### src/rtl/axi4_burst_master_if.sv
// rtl/axi4_burst_master_if.sv - AXI4 subset bus (no ID/SIZE/BURST/LAST) between burst master and subordinate
//
// Signals: AW channel (awaddr, awlen, awvalid, awready), W channel (wdata, wstrb,
// wvalid, wready), B channel (bresp, bvalid, bready), AR channel (araddr, arlen,
// arvalid, arready), R channel (rdata, rresp, rvalid, rready).
// Modports: master drives addresses/valids on AW/W/AR and the B/R readies;
// slave is the mirror image.
interface axi4_burst_master_if #(
    parameter int ADDR_W = 32,
    parameter int DATA_W = 32
);
    logic [ADDR_W-1:0]   awaddr;
    logic [7:0]          awlen;
    logic                awvalid;
    logic                awready;
    logic [DATA_W-1:0]   wdata;
    logic [DATA_W/8-1:0] wstrb;
    logic                wvalid;
    logic                wready;
    logic [1:0]          bresp;
    logic                bvalid;
    logic                bready;
    logic [ADDR_W-1:0]   araddr;
    logic [7:0]          arlen;
    logic                arvalid;
    logic                arready;
    logic [DATA_W-1:0]   rdata;
    logic [1:0]          rresp;
    logic                rvalid;
    logic                rready;

    modport master (
        output awaddr, awlen, awvalid,
        input  awready,
        output wdata, wstrb, wvalid,
        input  wready,
        input  bresp, bvalid,
        output bready,
        output araddr, arlen, arvalid,
        input  arready,
        input  rdata, rresp, rvalid,
        output rready
    );

    modport slave (
        input  awaddr, awlen, awvalid,
        output awready,
        input  wdata, wstrb, wvalid,
        output wready,
        output bresp, bvalid,
        input  bready,
        input  araddr, arlen, arvalid,
        output arready,
        output rdata, rresp, rvalid,
        input  rready
    );
endinterface

### src/rtl/axi4_burst_master.sv
// rtl/axi4_burst_master.sv - single-outstanding AXI4 burst manager driven by a local command port
//
// Ports:
//   clk, resetn                  clock, asynchronous active-low reset
//   cmd_valid/cmd_ready          command handshake; cmd_write, cmd_addr, cmd_len (beats-1)
//   wr_data/wr_strb/wr_valid/wr_ready   write beat stream from the client
//   rd_data/rd_resp/rd_last/rd_valid/rd_ready   read beat stream to the client
//   done, done_resp              one-cycle completion pulse with status
//   busy                         high while a command is in flight
//   axi                          AXI4 subset bus, master side
module axi4_burst_master #(
    parameter int ADDR_W         = 32,
    parameter int DATA_W         = 32,
    parameter bit BOUNDARY_CHECK = 1'b1
) (
    input  logic                clk,
    input  logic                resetn,
    input  logic                cmd_valid,
    output logic                cmd_ready,
    input  logic                cmd_write,
    input  logic [ADDR_W-1:0]   cmd_addr,
    input  logic [7:0]          cmd_len,
    input  logic [DATA_W-1:0]   wr_data,
    input  logic [DATA_W/8-1:0] wr_strb,
    input  logic                wr_valid,
    output logic                wr_ready,
    output logic [DATA_W-1:0]   rd_data,
    output logic [1:0]          rd_resp,
    output logic                rd_last,
    output logic                rd_valid,
    input  logic                rd_ready,
    output logic                done,
    output logic [1:0]          done_resp,
    output logic                busy,
    axi4_burst_master_if.master axi
);

    typedef enum logic [2:0] {
        S_IDLE, S_AW, S_WDATA, S_BRESP, S_AR, S_RDATA, S_REJECT
    } state_t;

    localparam logic [1:0] RESP_OKAY   = 2'b00;
    localparam logic [1:0] RESP_SLVERR = 2'b10;

    state_t            state, state_n;
    logic [ADDR_W-1:0] awaddr_q, araddr_q;
    logic [7:0]        awlen_q, arlen_q;
    logic [7:0]        cnt;
    logic [1:0]        err_q;

    logic        accept;
    logic        illegal;
    logic [12:0] span_end;
    logic        w_hs, r_hs;
    logic        w_final, r_final;

    // End of the burst relative to its 4 KB page: offset + (len+1)*4, kept in
    // 13 bits so a full 256-beat burst from offset 0xFFC cannot overflow.
    assign span_end = {1'b0, cmd_addr[11:0]} + {3'b000, cmd_len, 2'b00} + 13'd4;
    assign illegal  = BOUNDARY_CHECK && ((cmd_addr[1:0] != 2'b00) || (span_end > 13'd4096));

    assign accept  = cmd_valid && cmd_ready;
    assign w_hs    = (state == S_WDATA) && wr_valid && axi.wready;
    assign r_hs    = (state == S_RDATA) && axi.rvalid && rd_ready;
    // The 8-bit counter is compared before it increments, so len 255 ends on
    // count 255 and the wrap to 0 is never observed.
    assign w_final = w_hs && (cnt == awlen_q);
    assign r_final = r_hs && (cnt == arlen_q);

    assign axi.awaddr = awaddr_q;
    assign axi.awlen  = awlen_q;
    assign axi.araddr = araddr_q;
    assign axi.arlen  = arlen_q;
    assign axi.wdata  = wr_data;
    assign axi.wstrb  = wr_strb;
    assign rd_data    = axi.rdata;
    assign rd_resp    = axi.rresp;

    always_ff @(posedge clk or negedge resetn) begin
        if (!resetn) begin
            state <= S_IDLE;
        end else begin
            state <= state_n;
        end
    end

    always_comb begin
        state_n = state;
        case (state)
            S_IDLE: begin
                if (accept) begin
                    if (illegal)        state_n = S_REJECT;
                    else if (cmd_write) state_n = S_AW;
                    else                state_n = S_AR;
                end
            end
            S_AW:     if (axi.awready) state_n = S_WDATA;
            S_WDATA:  if (w_final)     state_n = S_BRESP;
            S_BRESP:  if (axi.bvalid)  state_n = S_IDLE;
            S_AR:     if (axi.arready) state_n = S_RDATA;
            S_RDATA:  if (r_final)     state_n = S_IDLE;
            S_REJECT: state_n = S_IDLE;
            default:  state_n = S_IDLE;
        endcase
    end

    always_comb begin
        cmd_ready   = (state == S_IDLE);
        busy        = (state != S_IDLE);
        axi.awvalid = (state == S_AW);
        axi.arvalid = (state == S_AR);
        axi.wvalid  = (state == S_WDATA) && wr_valid;
        wr_ready    = (state == S_WDATA) && axi.wready;
        axi.bready  = (state == S_BRESP);
        axi.rready  = (state == S_RDATA) && rd_ready;
        rd_valid    = (state == S_RDATA) && axi.rvalid;
        rd_last     = (state == S_RDATA) && (cnt == arlen_q);
    end

    // Datapath: latched command, beat counter, read error capture and the
    // registered completion pulse (which lands in REJECT for rejected
    // commands, and in IDLE after a finished burst).
    always_ff @(posedge clk or negedge resetn) begin
        if (!resetn) begin
            awaddr_q  <= '0;
            awlen_q   <= '0;
            araddr_q  <= '0;
            arlen_q   <= '0;
            cnt       <= '0;
            err_q     <= RESP_OKAY;
            done      <= 1'b0;
            done_resp <= RESP_OKAY;
        end else begin
            done <= 1'b0;
            case (state)
                S_IDLE: begin
                    if (accept) begin
                        if (illegal) begin
                            done      <= 1'b1;
                            done_resp <= RESP_SLVERR;
                        end else if (cmd_write) begin
                            awaddr_q <= cmd_addr;
                            awlen_q  <= cmd_len;
                        end else begin
                            araddr_q <= cmd_addr;
                            arlen_q  <= cmd_len;
                        end
                    end
                end
                S_AW: if (axi.awready) cnt <= '0;
                S_WDATA: if (w_hs) cnt <= cnt + 8'd1;
                S_BRESP: begin
                    if (axi.bvalid) begin
                        done      <= 1'b1;
                        done_resp <= axi.bresp;
                    end
                end
                S_AR: if (axi.arready) cnt <= '0;
                S_RDATA: begin
                    if (r_hs) begin
                        cnt <= cnt + 8'd1;
                        if (r_final) begin
                            // The final beat may itself carry the first error.
                            done      <= 1'b1;
                            done_resp <= (err_q != RESP_OKAY) ? err_q : axi.rresp;
                            err_q     <= RESP_OKAY;
                        end else if (err_q == RESP_OKAY) begin
                            err_q <= axi.rresp;
                        end
                    end
                end
                default: ;
            endcase
        end
    end

endmodule

### src/flat_wrapper.sv
// flat-port wrapper written by rule: the top's interface ports become plain ports
module axi4_burst_master_flat 
#(
    parameter int ADDR_W         = 32,
    parameter int DATA_W         = 32,
    parameter bit BOUNDARY_CHECK = 1'b1
)
  (clk, resetn, cmd_valid, cmd_ready, cmd_write, cmd_addr, cmd_len, wr_data, wr_strb, wr_valid, wr_ready, rd_data, rd_resp, rd_last, rd_valid, rd_ready, done, done_resp, busy, axi_awaddr, axi_awlen, axi_awvalid, axi_awready, axi_wdata, axi_wstrb, axi_wvalid, axi_wready, axi_bresp, axi_bvalid, axi_bready, axi_araddr, axi_arlen, axi_arvalid, axi_arready, axi_rdata, axi_rresp, axi_rvalid, axi_rready);
  axi4_burst_master_if #(.ADDR_W(ADDR_W), .DATA_W(DATA_W)) axi_i ();
  input  logic clk;
  input  logic resetn;
  input  logic cmd_valid;
  output logic cmd_ready;
  input  logic cmd_write;
  input  logic [ADDR_W-1:0] cmd_addr;
  input  logic [7:0] cmd_len;
  input  logic [DATA_W-1:0] wr_data;
  input  logic [DATA_W/8-1:0] wr_strb;
  input  logic wr_valid;
  output logic wr_ready;
  output logic [DATA_W-1:0] rd_data;
  output logic [1:0] rd_resp;
  output logic rd_last;
  output logic rd_valid;
  input  logic rd_ready;
  output logic done;
  output logic [1:0] done_resp;
  output logic busy;
  output wire logic [$bits(axi_i.awaddr)-1:0] axi_awaddr;
  output wire logic [$bits(axi_i.awlen)-1:0] axi_awlen;
  output wire logic [$bits(axi_i.awvalid)-1:0] axi_awvalid;
  input wire logic [$bits(axi_i.awready)-1:0] axi_awready;
  output wire logic [$bits(axi_i.wdata)-1:0] axi_wdata;
  output wire logic [$bits(axi_i.wstrb)-1:0] axi_wstrb;
  output wire logic [$bits(axi_i.wvalid)-1:0] axi_wvalid;
  input wire logic [$bits(axi_i.wready)-1:0] axi_wready;
  input wire logic [$bits(axi_i.bresp)-1:0] axi_bresp;
  input wire logic [$bits(axi_i.bvalid)-1:0] axi_bvalid;
  output wire logic [$bits(axi_i.bready)-1:0] axi_bready;
  output wire logic [$bits(axi_i.araddr)-1:0] axi_araddr;
  output wire logic [$bits(axi_i.arlen)-1:0] axi_arlen;
  output wire logic [$bits(axi_i.arvalid)-1:0] axi_arvalid;
  input wire logic [$bits(axi_i.arready)-1:0] axi_arready;
  input wire logic [$bits(axi_i.rdata)-1:0] axi_rdata;
  input wire logic [$bits(axi_i.rresp)-1:0] axi_rresp;
  input wire logic [$bits(axi_i.rvalid)-1:0] axi_rvalid;
  output wire logic [$bits(axi_i.rready)-1:0] axi_rready;
  assign axi_awaddr = axi_i.awaddr;
  assign axi_awlen = axi_i.awlen;
  assign axi_awvalid = axi_i.awvalid;
  assign axi_i.awready = axi_awready;
  assign axi_wdata = axi_i.wdata;
  assign axi_wstrb = axi_i.wstrb;
  assign axi_wvalid = axi_i.wvalid;
  assign axi_i.wready = axi_wready;
  assign axi_i.bresp = axi_bresp;
  assign axi_i.bvalid = axi_bvalid;
  assign axi_bready = axi_i.bready;
  assign axi_araddr = axi_i.araddr;
  assign axi_arlen = axi_i.arlen;
  assign axi_arvalid = axi_i.arvalid;
  assign axi_i.arready = axi_arready;
  assign axi_i.rdata = axi_rdata;
  assign axi_i.rresp = axi_rresp;
  assign axi_i.rvalid = axi_rvalid;
  assign axi_rready = axi_i.rready;
  axi4_burst_master #(.ADDR_W(ADDR_W), .DATA_W(DATA_W), .BOUNDARY_CHECK(BOUNDARY_CHECK)) u_core (.clk(clk), .resetn(resetn), .cmd_valid(cmd_valid), .cmd_ready(cmd_ready), .cmd_write(cmd_write), .cmd_addr(cmd_addr), .cmd_len(cmd_len), .wr_data(wr_data), .wr_strb(wr_strb), .wr_valid(wr_valid), .wr_ready(wr_ready), .rd_data(rd_data), .rd_resp(rd_resp), .rd_last(rd_last), .rd_valid(rd_valid), .rd_ready(rd_ready), .done(done), .done_resp(done_resp), .busy(busy), .axi(axi_i));
endmodule
### config.mk
export PLATFORM = sky130hd
export DESIGN_NAME = axi4_burst_master_flat
export DESIGN_NICKNAME = d
export VERILOG_FILES = /design/src/rtl/axi4_burst_master_if.sv /design/src/rtl/axi4_burst_master.sv /design/src/flat_wrapper.sv
export SDC_FILE = /design/constraint.sdc
export NUM_CORES = 1
export LEC_CHECK = 0
export CAP_MARGIN = 20
export CORE_AREA = 2 2 110 112
export CTS_CLUSTER_SIZE = 8
export DETAILED_ROUTE_END_ITERATION = 6
export DIE_AREA = 0 0 112 114
export DONT_BUFFER_PORTS = 1
export PLACE_DENSITY = 0.56
export SYNTH_ARGS = -nofsm -noshare
export SYNTH_HDL_FRONTEND = slang
export SYNTH_SLANG_ARGS = --single-unit
export TNS_END_PERCENT = 10
### constraint.sdc
create_clock -name clk -period 5.6 [get_ports clk]
set_input_delay 1.68 -clock clk [delete_from_list [all_inputs] [get_ports clk]]
set_output_delay 1.68 -clock clk [all_outputs]
set_load 0.1 [all_outputs]
; Word-level counts from Yosys, hierarchy flattened
; Cells that the tools add are included.
[totals]
register_bits = 96
word_cells = 85
[classes]
mux = 29
reduce_logical = 25
bitwise = 2
order_cmp = 1
eq_ne = 16
addsub = 3
[op_table]
columns = cell, n
row1 = 8-bit 2-to-1 mux, 4
row2 = 8-bit one-hot mux with 4 select lines, 1
row3 = 3-bit 2-to-1 mux, 8
row4 = 3-bit one-hot mux with 6 select lines, 1
row5 = 8-bit == test, 2
row6 = 2-bit 2-to-1 mux, 8
row7 = 12-bit by 10-bit adder with 13-bit output, 1
row8 = 13-bit by 3-bit adder with 13-bit output (second input constant), 1
row9 = 13-bit > comparator (second input constant), 1
row10 = 2-bit by 1-bit inequality test with 1-bit output (second input constant), 6
row11 = 6-bit AND reduction, 2
row12 = 1-bit logical AND, 10
row13 = 8-bit by 1-bit adder with 8-bit output (second input constant), 1
row14 = 4-bit AND reduction, 2
row15 = 3-bit by 2-bit == test with 1-bit output (second input constant), 2
row16 = 3-bit == test (second input constant), 2
row17 = 2-bit inequality test (second input constant), 3
row18 = 2-bit one-hot mux with 3 select lines, 1
row19 = 2-bit nonzero test, 3
row20 = 3-bit nonzero test, 2
row21 = 1-bit 2-to-1 mux, 5
row22 = 5-bit AND reduction, 1
row23 = 4-bit nonzero test, 1
row24 = 3-bit by 1-bit == test with 1-bit output (second input constant), 1
row25 = 6 further kinds, 7

; Logic depth before layout (Yosys ltp)
; Gate-level depths: netlist (run 1).
[depth]
ltp_word = 7
depth_mapped = 15
depth_no_buf = 13

; Worst setup path before layout (run 1)
; OpenSTA, ideal clock, no wires.
[synth_timing]
kind = register to output
from = reg u_core.state[0]
to = out busy
arrival_ps = 3996
stages_incl_launch_ff = 4
path_buffers = 1
path_slack_ps = -76
cell_sequence = dfrtp_1 > clkbuf_1 > nor3_1 > inv_1
[synth_between]
elab_chain_len = 1
[synth_rtl]
columns = item, line_no
row1 = start: declaration, axi4_burst_master.sv:45  ; state_t state, state_n;
row2 = start signal: assignment, axi4_burst_master.sv:83  ; state <= state_n;
row3 = 3-bit nonzero test, axi4_burst_master.sv:109  ; busy = (state != S_IDLE);
row4 = end: declaration, flat_wrapper.sv:28  ; output logic busy;
; No other way between the ends.

; Worst setup path in the final report (run 1)
[layout_timing]
from = in cmd_addr[3]
to = reg u_core.araddr_q[15], in the netlist u_core.axi.araddr[15]
[layout_between]
elab_chain_len = 6
[layout_rtl]
columns = item, line_no
row1 = start: declaration, flat_wrapper.sv:15  ; input logic [ADDR_W-1:0] cmd_addr;
row2 = 12-bit by 10-bit adder with 13-bit output, axi4_burst_master.sv:59  ; assign span_end = {1'b0, cmd_addr[11:0]} + {3'b000, cmd_len, 2'b00} + 13'd4;
row3 = 13-bit by 3-bit adder with 13-bit output, axi4_burst_master.sv:59
row4 = 13-bit > comparator, axi4_burst_master.sv:60  ; assign illegal = BOUNDARY_CHECK && ((cmd_addr[1:0] != 2'b00) || (span_end > 13'd4096));
row5 = 1-bit logical OR, axi4_burst_master.sv:60
row6 = 1-bit inverter (no line), -
row7 = 4-bit AND reduction (no line), -
row8 = end signal: assignment, axi4_burst_master.sv:145  ; araddr_q <= cmd_addr;
row9 = end: declaration, axi4_burst_master.sv:46  ; logic [ADDR_W-1:0] awaddr_q, araddr_q;
; No other way between the ends.
; A chain may end at the register's enable or synchronous reset.

==> results of run 1 <==
==> registers in the layout, summed over array words and instances, names as in the netlist <==
signal,count
u_core.state,3
u_core.done_resp,2
u_core.cnt,8
u_core.axi.arlen,8
u_core.done,1
u_core.axi.awaddr,32
u_core.err_q,2
u_core.axi.araddr,32
u_core.axi.awlen,8
==> worst max-delay path by stage <==
stage	from	to	slack, ns	cells after the start
2_1_floorplan	cmd_addr[3]	u_core.axi.araddr[12]	1.09	13
3_3_place_gp	cmd_addr[3]	u_core.axi.araddr[16]	0.55	12
3_5_place_dp	cmd_addr[3]	u_core.axi.araddr[15]	0.47	12
4_1_cts	cmd_addr[3]	u_core.axi.araddr[15]	0.85	12
5_1_grt	cmd_addr[3]	u_core.axi.araddr[15]	0.70	12
6_report	cmd_addr[3]	u_core.axi.araddr[15]	0.90	12
==> synth_stat cells, types with 2 or more instances <==
| master | n |
|---|---|
| xor2_1 | 12 |
| nand2_1 | 20 |
| nor2b_1 | 3 |
| mux2i_1 | 2 |
| buf_4 | 71 |
| mux2_2 | 31 |
| and2_1 | 9 |
| o21ai_0 | 17 |
| o211ai_1 | 2 |
| clkbuf_1 | 3 |
| a31oi_1 | 4 |
| a21boi_0 | 3 |
| o2111ai_1 | 2 |
| inv_1 | 13 |
| nor2_1 | 21 |
| and3_1 | 10 |
| dfrtp_1 | 96 |
| nand4b_1 | 2 |
| ha_1 | 17 |
| nand2b_1 | 4 |
| a21oi_1 | 10 |
| a21o_1 | 2 |
| mux2_1 | 46 |
| xnor2_1 | 7 |
| o21bai_1 | 2 |
| nor3_1 | 6 |
| buf_2 | 7 |
| nor4_1 | 4 |
| nand3_1 | 9 |
| nand4_1 | 4 |
==> worst max-delay path: cells and delay by family <==
| family | cells | cell delay, ns |
|---|---|---|
| multiplexers | 1 | 0.35 |
| AND/OR/NAND/NOR | 2 | 0.48 |
| AO/OA/AOI/OAI | 4 | 1.07 |
| buffers and inverters | 2 | 0.43 |
| adder cells (fa/ha/maj) | 3 | 0.91 |
==> layer usage <==
metal | global-route usage, % | vias to the layer above | routed length, um
met5 | 0 | - | 0
met4 | 7.15 | 0 | 197
met3 | 7.28 | 24 | 1170
met2 | 25.0 | 154 | 4820
met1 | 22.0 | 1517 | 4640
li1 | - | 1404 | -
==> layout make-up <==
class	instances	area, um^2
timing repair buffer	13	97.6
clock buffer	11	253
tap	147	184
inverter	13	48.8
multi-input combinational	266	2160
sequential	96	2400
fill	1100	6540
clock inverter	4	27.5
==> metrics by stage <==
stage / area (um^2) / hold WS [ns]
2_1_floorplan: 5190 / 0.479
3_3_place_gp: 4900 / 0.500
3_5_place_dp: 4900 / 0.508
4_1_cts: 5180 / 0.521
5_1_grt: 5180 / 0.547
6_report: 5180 / 0.516
==> kinds of logic after synthesis <==
group / count (synthesis) / share of synthesized area, %
buffers and inverters: 95 / 12.3
and+or+nand+nor: 98 / 9.87
xor gates and xnor gates: 19 / 3.21
muxes: 79 / 17.1
adders and majority gates: 18 / 4.49
AOI/OAI and AO/OA: 52 / 6.64
DFF: 96 / 46.3
==> results.md, run 1 <==
- Run status: finished, final reports clean
- Placeable core region: 11700 um^2
- First-pass iteration count of the detailed router: 4
- Antenna-violating nets left: 0
- Number of top-level design ports: ~290
- Port-buffer cells: 0
- Via count of the first global-routing pass: around 3100
- Post-Place Worst Slack: about 0.47 ns
- Placer congestion estimate: ~0.85
- Utilization of the core after routing: between 40% and 50%
- Startpoint type of the worst setup path: primary input
- Post-Synthesis Cell Area: just over 5000 um^2
- Syn Inst Count: approximately 460
- Async S/R FF share, synth: 100%
- Post-Route WL: roughly 11 mm
- Register-to-register setup slack: 2.40 ns
- Layout Cells excl Fill: 550
- Slowest stage delay, CP: approximately 0.47 ns
- Drt initial violations: about 140
- Area added between synthesis and finish: -0.145%
- Final-report max-slew violation count: 0
- Per-cell routed wire length: roughly 20 um
- Top library cells by usage in the layout, fill and taps aside: dfrtp_1, mux2_1, mux2_2
- Sequential cell area fraction in the yosys report: a little under half
- R2r worst-path depth: 7
- Number of buffers created by CTS: 9
- Final setup viols: 0
- Pin count of the biggest net entering global routing: 97
- Number of distinct standard cells referenced by the synthesized netlist: 48
- Full die area: about 13000 um^2
- Clk pin slew, worst setup/hold paths: around 0.060 ns
- DRC violation count after routing: 0
- Net count, final: 540
- Final sum of negative setup slack: 0 ns
- Wire length of the first global-routing pass: approximately 17 mm
- Most common cell on crit path: ha_1
- Setup CP Type: primary input to flip-flop
- Antenna diodes: 0
- Width of the die: between 100 and 150 um
- Fraction of final layout cells sized beyond drive strength 1: 16.6%
- Remaining global-route overflow: 0
- Synthesis-stage register bit count: 96
- Time the final worst path needs with I/O delays and setup: approximately 4.7 ns
- Number of nets in the synthesized netlist: 598
- Final critical-path setup slack: slightly below 0.9 ns
- Initial antenna violation count: 0
- Worst slew margin relative to its limit: 26.5%
- Critical path peak fanout: 23
- End point of the worst hold path: u_core.err_q[0]
- Number of buffers inserted by hold repair at cts: 0
- Warnings from Yosys: 0
- Root buffer cell: clkbuf_16
- Maximum clock skew at final layout: ~0.013 ns
- GRT Total Usage: 17.0%
- Number of stages on the worst hold path: 2
- CP arrival: about 4.9 ns
- Max Cap Violations: 0
- Endpoint type of the worst setup path: flip-flop
- Std-Cell Rows: 40
- Setup repair after global routing missed its margin: no
- Classification of the worst-slack hold path: flip-flop to flip-flop
- Total of cells resized after clock tree synthesis: 0
- Commonest non-fill, non-tap cell in the layout: dfrtp_1
- Critical hold path startpoint: u_core.err_q[0]
- Upper clock frequency limit: around 210 MHz
- Deepest clock path buffer count: 2
- Die height: about 110 um
- Worst Tran Pin Value: around 1.1 ns
- Share of Yosys cell area claimed by the top area cell type: between 40% and 50%
- Clock latency reported for the late side of the worst-skew pair: 0.35 ns
- Area contributors post-synth: dfrtp_1, buf_4, mux2_1
- Starting density of the core: between 40% and 50%
- Endpoint of the most critical register-to-register path: u_core.done_resp[1]
- CTS tree: done
- Area leader, netlist: dfrtp_1
- Setup Buffers After CTS: 0
- EDFF count, synth: 0
- Tcrit/Tclk final: a little over four fifths
- Number of vias after detailed routing: about 3100
- Post-Syn Area per Cell: 11.3 um^2
- Number of hold violations in the final report: 0
- H-tree levels: 3
- Number of sinks on the clock net: 96
- Via-per-instance ratio: between 5 and 6
- HPWL after DPL: 8.02 mm
- Ys flop type: dfrtp_1
- Critical-path cell list: ha_1 > ha_1 > inv_1 > fa_1 > nor2b_1 > o2111ai_1 > a2111oi_0 > o211ai_1 > o41ai_4 > nand2_2 > buf_4 > mux2_1
- R2R Path Start: u_core.state[1]
- Cell at the slowest stage of the critical path: fa_1
- Critical path required time: around 5.8 ns
- Placed Cells incl. Taps: between 500 and 600
Power of run 1 is left out: the tool's default activity adds up to more than one toggle a clock period on the data nets, which glitch-free logic cannot reach.
==> run 2, diff against run 1 <==
==> constraint.sdc (replaced) <==
create_clock -name clk -period 4.8 [get_ports clk]
set_input_delay 1.44 -clock clk [delete_from_list [all_inputs] [get_ports clk]]
set_output_delay 1.44 -clock clk [all_outputs]
set_load 0.1 [all_outputs]
==> run 2 against run 1 <==
Compared with the run above: sequential share of layout area decreased by 0.37 points; first-iteration DRC count grew 5.1%; global-route usage decreased by 0.093 points; setup slack worse by 0.39 ns; core utilization up 0.35 points; routed wire length grew 1.1%; cell count rose by 1.1%; clock-buffer cell count increased by 1; non-clock buffer count increased by 5; die area did not move; critical path depth unchanged; flip-flop and latch count stayed put; critical path type unchanged; critical endpoint is now u_core.axi.awaddr[14]; largest cell class unchanged.
==> results.md, run 2 (synthesis gave the netlist of run 1 again) <==
- Deepest clock path buffer count: 2 (unchanged)
- Setup Buffers After CTS: 0 (unchanged)
- Final-report max-slew violation count: 0 (unchanged)
- Port-buffer cells: 0 (unchanged)
- Antenna-violating nets left: 0 (unchanged)
- HPWL after DPL: 7.99 mm (was 8.02 mm)
- Fin area: 5220 um^2 (was 5180 um^2)
- CTS tree: done (unchanged)
- Time the final worst path needs with I/O delays and setup: ~4.3 ns
- H-tree levels: 3 (unchanged)
- Initial antenna violation count: 0 (unchanged)
- Clock latency reported for the late side of the worst-skew pair: 0.34 ns (was 0.35 ns)
- Layout Cells excl Fill: 556 (was 550)
- Final critical-path setup slack: 0.509 ns (was 0.895 ns)
- Std-Cell Rows: 40 (unchanged)
- Crit path launch: cmd_addr[3] (unchanged)
- Post-Route WL: 10.9 mm (was 10.8 mm)
- GRT Total Usage: 16.9% (was 17.0%)
- Full die area: 12800 um^2 (unchanged)
- Maximum clock skew at final layout: 0.00852 ns (was 0.0126 ns)
- Post-Place Worst Slack: 0.105 ns (was 0.473 ns)
- Width of the die: 112 um (unchanged)
- Die height: 114 um (unchanged)
- Final setup viols: 0 (unchanged)
- Placer congestion estimate: 0.862 (was 0.855)
- Max Cap Violations: 0 (unchanged)
- Number of buffers created by CTS: 9 (unchanged)
- R2r worst-path depth: 8 (was 7)
- Per-cell routed wire length: 19.7 um (about the same)
- Root buffer cell: clkbuf_16 (unchanged)
- Number of top-level design ports: 286 (unchanged)
- Worst slew margin relative to its limit: 27.2% (was 26.5%)
- Fillcell total: 1096 (was 1100)
- Critical path required time: 5.02 ns (was 5.82 ns)
- Via-per-instance ratio: 5.63 (about the same)
- Fraction of final layout cells sized beyond drive strength 1: 17.6% (was 16.6%)
- DRC violation count after routing: 0 (unchanged)
- Number of vias after detailed routing: 3132 (was 3099)
- Placed inst area: 4930 um^2 (was 4900 um^2)
- Commonest non-fill, non-tap cell in the layout: dfrtp_1 (unchanged)
- Wire length of the first global-routing pass: 16.8 mm (was 16.9 mm)
- Tcrit/Tclk final: 89.4%
- Starting density of the core: 44.3% (unchanged)
- Endpoint type of the worst setup path: flip-flop (unchanged)
- Worst Tran Pin Value: 1.09 ns (was 1.10 ns)
- Startpoint type of the worst setup path: primary input (unchanged)
- Area added between synthesis and finish: 0.652% (was -0.145%)
- Top library cells by usage in the layout, fill and taps aside: dfrtp_1, mux2_1, mux2_2 (unchanged)
- Remaining global-route overflow: 0 (unchanged)
- Placed Cells incl. Taps: 540 (was 535)
- Number of hold violations in the final report: 0 (unchanged)
- Setup repair after global routing missed its margin: no (unchanged)
- First-pass iteration count of the detailed router: 4 (unchanged)
- Net count, final: 545 (was 540)
- Upper clock frequency limit: 233 MHz
- Drt initial violations: 143 (was 136)
- Setup CP Type: primary input to flip-flop (unchanged)
- CP endpoint: u_core.axi.awaddr[14] (was u_core.axi.araddr[15])
- Via count of the first global-routing pass: 3115 (was 3140)
- Number of buffers inserted by hold repair at cts: 0 (unchanged)
- Pin count of the biggest net entering global routing: 97 (unchanged)
- Number of sinks on the clock net: 96 (unchanged)
- Critical path peak fanout: 21 (was 23)
- Clk pin slew, worst setup/hold paths: 0.07 ns (was 0.06 ns)
- Placeable core region: 11700 um^2 (unchanged)
- Total of cells resized after clock tree synthesis: 0 (unchanged)
- Final sum of negative setup slack: 0 ns (unchanged)
- Run status: finished, final reports clean (unchanged)
- Antenna diodes: 0 (unchanged)
- R2R Path Start: u_core.state[1] (unchanged)
- Register-to-register setup slack: 1.82 ns (was 2.40 ns)
- Classification of the worst-slack hold path: flip-flop to flip-flop (unchanged)
- Endpoint of the most critical register-to-register path: u_core.done_resp[0] (was u_core.done_resp[1])
- CP arrival: 4.51 ns (was 4.92 ns)
[run 2: changes by cell type in the layout (fill, tap and decap cells not counted), sizes merged]
cell    change
clkbuf      +1
buf         +5
[run 2: routing by layer]
| layer | wire length [um] | vias to the layer above | part of all wire (%) | global-route usage, % |
|---|---|---|---|---|
| li1 | - | 1417 | - | - |
| met1 | 4620 | 1527 | 42 | 21.4 |
| met2 | 4900 | 166 | 45 | 24.8 |
| met3 | 1260 | 22 | 12 | 8.93 |
| met4 | 171 | 0 | 1.6 | 5.85 |
| met5 | 0 | - | 0 | 0 |
[run 2: how the worst min path moves through the flow]
stage / slack [ns] / start / depth (start not counted) / endpoint
2_1_floorplan: 0.48 / u_core.err_q[0] / 2 / u_core.err_q[0]
3_3_place_gp: 0.50 / u_core.err_q[0] / 2 / u_core.err_q[0]
3_5_place_dp: 0.52 / u_core.err_q[1] / 2 / u_core.err_q[1]
4_1_cts: 0.54 / u_core.err_q[1] / 2 / u_core.err_q[1]
5_1_grt: 0.55 / u_core.err_q[1] / 2 / u_core.err_q[1]
6_report: 0.53 / u_core.err_q[1] / 2 / u_core.err_q[1]
[run 2: final cells by class]
cell class	count	area [um^2]	area share, %
clock buffers	12	256	4.92
clock inverters	4	27.5	0.528
inverters	13	48.8	0.935
multi-input cells	266	2160	41.5
flip-flops and latches	96	2400	46.0
well taps	147	184	3.53
repair buffers	18	135	2.59
[run 2: worst max-delay path, cell delays in order]
cell	delay [ns]
ha_1	0.26
ha_1	0.17
inv_1	0.06
fa_1	0.46
nor2b_1	0.16
o2111ai_1	0.12
a2111oi_0	0.38
o211ai_1	0.26
o41ai_4	0.38
nand4b_1	0.19
buf_4	0.27
mux2_1	0.34
[run 2: metrics by stage]
step | util [%] | hold WS [ns]
6_report | 44.6 | 0.531
3_5_place_dp | 42.1 | 0.519
5_1_grt | 44.6 | 0.549
3_3_place_gp | 42.1 | 0.501
2_1_floorplan | - | 0.479
4_1_cts | 44.6 | 0.536
Power of run 2 is left out for the same reason.
